[config.mk]
export PLATFORM = sky130hd
export DESIGN_NAME = ram_arbiter
export DESIGN_NICKNAME = d
export VERILOG_FILES = /design/src/rtl/ram_arbiter.sv
export SDC_FILE = /design/constraint.sdc
export NUM_CORES = 1
export LEC_CHECK = 0
export BUFFER_PORTS_ARGS = -buffer_cell sky130_fd_sc_hd__buf_4
export CORE_MARGIN = 2
export CORE_UTILIZATION = 30
export CTS_CLUSTER_DIAMETER = 150
export DETAILED_ROUTE_END_ITERATION = 8
export SYNTH_ARGS = -nofsm -noshare
export SYNTH_HDL_FRONTEND = slang
export SYNTH_SLANG_ARGS = --single-unit
[constraint.sdc]
create_clock -name clk -period 1.2 [get_ports clk]
set_input_delay 0.06 -clock clk [delete_from_list [all_inputs] [get_ports clk]]
set_output_delay 0.06 -clock clk [all_outputs]
set_load 0.02 [all_outputs]
[src/rtl/ram_arbiter.sv]
// Two-port round-robin front end for a single-port data RAM.
// Registered command stage plus a registered read-return stage.
module ram_arbiter #(
    parameter int SIZE   = 16384,
    parameter int ADDR_W = 16,
    parameter int DATA_W = 16
) (
    input  logic              clk,
    input  logic              rst_n,
    input  logic              req0,
    input  logic              we0,
    input  logic [ADDR_W-1:0] addr0,
    input  logic [DATA_W-1:0] wdata0,
    input  logic              req1,
    input  logic              we1,
    input  logic [ADDR_W-1:0] addr1,
    input  logic [DATA_W-1:0] wdata1,
    output logic              gnt0,
    output logic              gnt1,
    output logic              rvalid0,
    output logic              rvalid1,
    output logic [DATA_W-1:0] rdata0,
    output logic [DATA_W-1:0] rdata1,
    output logic              err0,
    output logic              err1,
    output logic [ADDR_W-1:0] ram_address,
    output logic [DATA_W-1:0] ram_in,
    output logic              ram_load,
    input  logic [DATA_W-1:0] ram_out
);

    // One extra bit so SIZE = 2^ADDR_W is representable and never trips.
    localparam logic [ADDR_W:0] LIMIT = (ADDR_W+1)'(SIZE);

    logic              ptr;
    logic              sel;
    logic              any_gnt;
    logic              we_sel;
    logic              oor_sel;
    logic [ADDR_W-1:0] addr_sel;
    logic [DATA_W-1:0] wdata_sel;
    logic [DATA_W-1:0] rd_val;

    logic              s1_valid;
    logic              s1_owner;
    logic              s1_we;
    logic              s1_oor;

    always_comb begin
        gnt0      = req0 & (~req1 | ~ptr);
        gnt1      = req1 & ~gnt0;
        any_gnt   = gnt0 | gnt1;
        sel       = gnt1;
        we_sel    = sel ? we1 : we0;
        addr_sel  = sel ? addr1 : addr0;
        wdata_sel = sel ? wdata1 : wdata0;
        oor_sel   = {1'b0, addr_sel} >= LIMIT;
        rd_val    = s1_oor ? '0 : ram_out;
    end

    always_ff @(posedge clk or negedge rst_n) begin
        if (!rst_n) begin
            ptr         <= 1'b0;
            ram_address <= '0;
            ram_in      <= '0;
            ram_load    <= 1'b0;
            s1_valid    <= 1'b0;
            s1_owner    <= 1'b0;
            s1_we       <= 1'b0;
            s1_oor      <= 1'b0;
            rvalid0     <= 1'b0;
            rvalid1     <= 1'b0;
            err0        <= 1'b0;
            err1        <= 1'b0;
            rdata0      <= '0;
            rdata1      <= '0;
        end else begin
            if (any_gnt) begin
                ptr         <= ~sel;
                ram_address <= addr_sel;
                ram_in      <= wdata_sel;
                ram_load    <= we_sel & ~oor_sel;
                s1_valid    <= 1'b1;
                s1_owner    <= sel;
                s1_we       <= we_sel;
                s1_oor      <= oor_sel;
            end else begin
                ram_load <= 1'b0;
                s1_valid <= 1'b0;
            end

            rvalid0 <= s1_valid & ~s1_owner;
            rvalid1 <= s1_valid & s1_owner;
            err0    <= s1_valid & ~s1_owner & s1_oor;
            err1    <= s1_valid & s1_owner & s1_oor;

            // Writes complete with a strobe but leave the read data alone.
            if (s1_valid && !s1_we) begin
                if (s1_owner)
                    rdata1 <= rd_val;
                else
                    rdata0 <= rd_val;
            end
        end
    end

endmodule

==> results by group <==
Run status
  • Status: finished with violations
  • Failing checks: negative hold slack, negative setup slack

Synth
  • Post-synthesis sequential area ratio: 0.588
  • Mean Syn Cell Area: 10.6 sq um
  • Area contributors post-synth: dfrtp_1, mux2i_1, o21ai_0, nand2_1, nand2b_1
  • Post-synth top area cell: dfrtp_1
  • Ys flop type: dfrtp_1
  • Top cell type's share of synthesized area: 0.588
  • Number of synthesized register bits: 74
  • Async SR Flop Fraction: 1.00
  • Number of flops mapped to enable cells by yosys: 0
  • Mapped cell area: 3150 sq um
  • Yosys synthesis warning count: 0
  • Post-Syn Nets: 382
  • Post-Syn Instances: 296
  • Library cells used by synthesis: 30

Global route
  • GRT Overall Usage: 0.157
  • Vias in the first global route: 2918
  • Met1 GRT Util: 0.205
  • Met2 usage: 0.251
  • Initial antenna violation count: 0
  • Largest net degree at the start of global routing: 36
  • GR peak layer: met2
  • First-pass GRT wire length: 14.0 mm
  • Grt ovf: 0
  • Routing usage on met3: 0.0448

Pwr
  • PwrDens: 1290 nW/um^2
  • Lkg Pwr: 2.92 nW
  • Power, Total: 7.65 mW
  • VDD IR max: 0.000688 V

Finish
  • Layout cells sized above 1: 0.494
  • Area growth, synth to finish: 88.0%
  • Final core utilization: 0.576
  • N_diodes: 0
  • Design area: 5920 sq um
  • Post-layout net count: 617

Setup path
  • Data required, critical path: 1.44 ns
  • Critical path origin: ptr$_DFFE_PN0P_
  • Startpoint Class: register
  • CP Data Arrival Time: 1.53 ns
  • Setup CP Type: reg2reg
  • Crit end category: register
  • Crit path max fanout: 3
  • Reg2reg start: ptr$_DFFE_PN0P_

Timing
  • Max-slew headroom: 0.752
  • Final hold viol count: 5
  • Maximum clock rate: 0.775 GHz
  • Worst Tran Pin Value: 0.372 ns
  • Setup_tns: -0.896 ns
  • Final setup violation count: 29
  • RSZ-0062 raised after global routing: true
  • Final Cycle Share: 1.07
  • Final Max Slew Viols: 0
  • Tmin final: 1.29 ns
  • Hold Worst Slack: -0.00594 ns
  • Final setup margin: -0.0900 ns
  • Clock skew: 0.00651 ns

Floorplan
  • Chip Width: 106 microns
  • I/O pins: 157
  • Die ar.: 11300 sq um
  • Core Area: 10300 sq um
  • Row cnt: 37
  • Vert. Die Dim: 106 microns
  • Starting density of the core: 0.306

Clock network
  • TritonCTS Buffers: 9
  • CTS Buffer Depth: 2
  • CTS tree: built
  • Reg clk slew, reported paths: 0.08 ns
  • H-Tree Depth: 3
  • # clock sinks: 74
  • Clk Latency, worst-skew pair: 0.35 ns
  • Root Driver: clkbuf_8

Flow run
  • Max cap viols: 0

Place
  • DP Worst Slack: -0.0256 ns
  • Post-DP HPWL: 5.73 mm
  • Area after DPL: 4510 sq um
  • Final GP Congestion: 0.773
  • I/O Buffers: 156

Routing
  • Drt pass-1 iters: 4
  • Drt initial violations: 120
  • Via count: 3050
  • Vias per inst: 4.54
  • Post-route ant nets: 0
  • DRC viols: 0
  • Drt total wl: 10.1 mm
  • WL/cell: 15.0 microns

Worst hold path
  • Class of the worst hold path: in2reg
  • Worst Hold Launch: wdata1[5]
[placed cells by master (no fill, tap or decap), types with 2 or more instances in the layout]
master / n
o21ai_2: 22
o21ai_0: 21
dlygate4sd3_1: 60
dfrtp_1: 74
nand2_1: 29
a21oi_1: 2
nand2_4: 19
o21ai_1: 21
nor2_1: 5
buf_12: 9
nand2_2: 15
buf_4: 160
buf_8: 2
clkbuf_8: 10
clkinv_2: 3
mux2i_1: 30
clkbuf_16: 6
nand2b_4: 4
inv_1: 2
buf_6: 5
nand2b_1: 16
[timing repair]
item / in CTS / in global routing
buffers inserted: 6 / 2
pin swaps: 3 / 36
gates resized for setup: 10 / 122
hold buffers: 51 / 9
endpoints found under the setup margin: 5 / 58
endpoints found under the hold margin: 122 / 9
gates cloned: 1 / 8
[layout make-up]
class                           instances  area [sq um]
Sequential cell                        74          1850
Clock inverter                          5          53.8
Clock buffer                           11           141
Timing Repair Buffer                  243          2250
Tap cell                              136           170
Fill cell                             856          4360
Multi-Input combinational cell        200          1450
Inverter                                3          11.3
[where the power goes]
part / switching (mW) / internal (mW)
clock network: 0.913 / 1.01
logic: 1.29 / 1.33
registers: 0.251 / 2.86
total: 2.45 / 5.20
[synthesized netlist by cell type (2+ instances only)]
cell type	count
nand2_1	62
o21ai_0	61
nand2b_1	20
mux2i_1	31
buf_6	7
o21ai_1	3
buf_4	5
inv_1	2
nor2_1	5
and2_1	2
dfrtp_1	74
buf_2	2
a21oi_1	2
clkbuf_1	4
[state kept, by name, summed over array words and instances (netlist names)]
register / flops
ram_address: 16
ram_in: 16
rdata0: 16
rdata1: 16
err0: 1
err1: 1
ptr: 1
ram_load: 1
rvalid0: 1
rvalid1: 1
s1_oor: 1
s1_owner: 1
s1_valid: 1
s1_we: 1
[kinds of logic (layout without fill, tap and decap cells)]
kind of cell,Yosys count,after routing,share of synthesized area
buffers and inverters,22,262,0.0501
AND/OR/NAND/NOR,95,95,0.135
multiplexers,32,32,0.102
AO/OA/AOI/OAI,73,73,0.125
flip-flops,74,74,0.588
[routing by layer]
metal / wire length (microns) / vias up
met5: 0 / -
met1: 4190 / 1443
met2: 5050 / 120
li1: - / 1471
met3: 637 / 16
met4: 207 / 0
[stage by stage]
stage	hold slack, ns	cells
after floorplan	-0.236	296
after global placement	0.000897	579
after detailed placement	0.00230	579
after CTS	0.000212	653
after global routing	-0.00353	672
final	-0.00594	672
[path summary, 6_finish.rpt]
kind                                         endpoint  slack [ns]  depth (start not counted)
min in group asynchronous       rdata0[9]$_DFFE_PN0P_        0.17                          2
worst max register to register     ram_load$_DFF_PN0_       -0.09                          5
worst min-delay path            ram_in[5]$_DFFE_PN0P_      -0.006                          3
worst min register to register  rdata1[4]$_DFFE_PN0P_        0.48                          2
max in group asynchronous       ram_in[9]$_DFFE_PN0P_        0.51                          3
worst max-delay path               ram_load$_DFF_PN0_       -0.09                          5
[critical path, stage by stage, from the launching register on]
cell and delay [ns]:
dfrtp_1 0.43, nand2b_4 0.17, buf_4 0.13, nand3_1 0.10
o31ai_2 0.09, a32o_1 0.27
No activity file was read; power rests on OpenSTA's default activity.
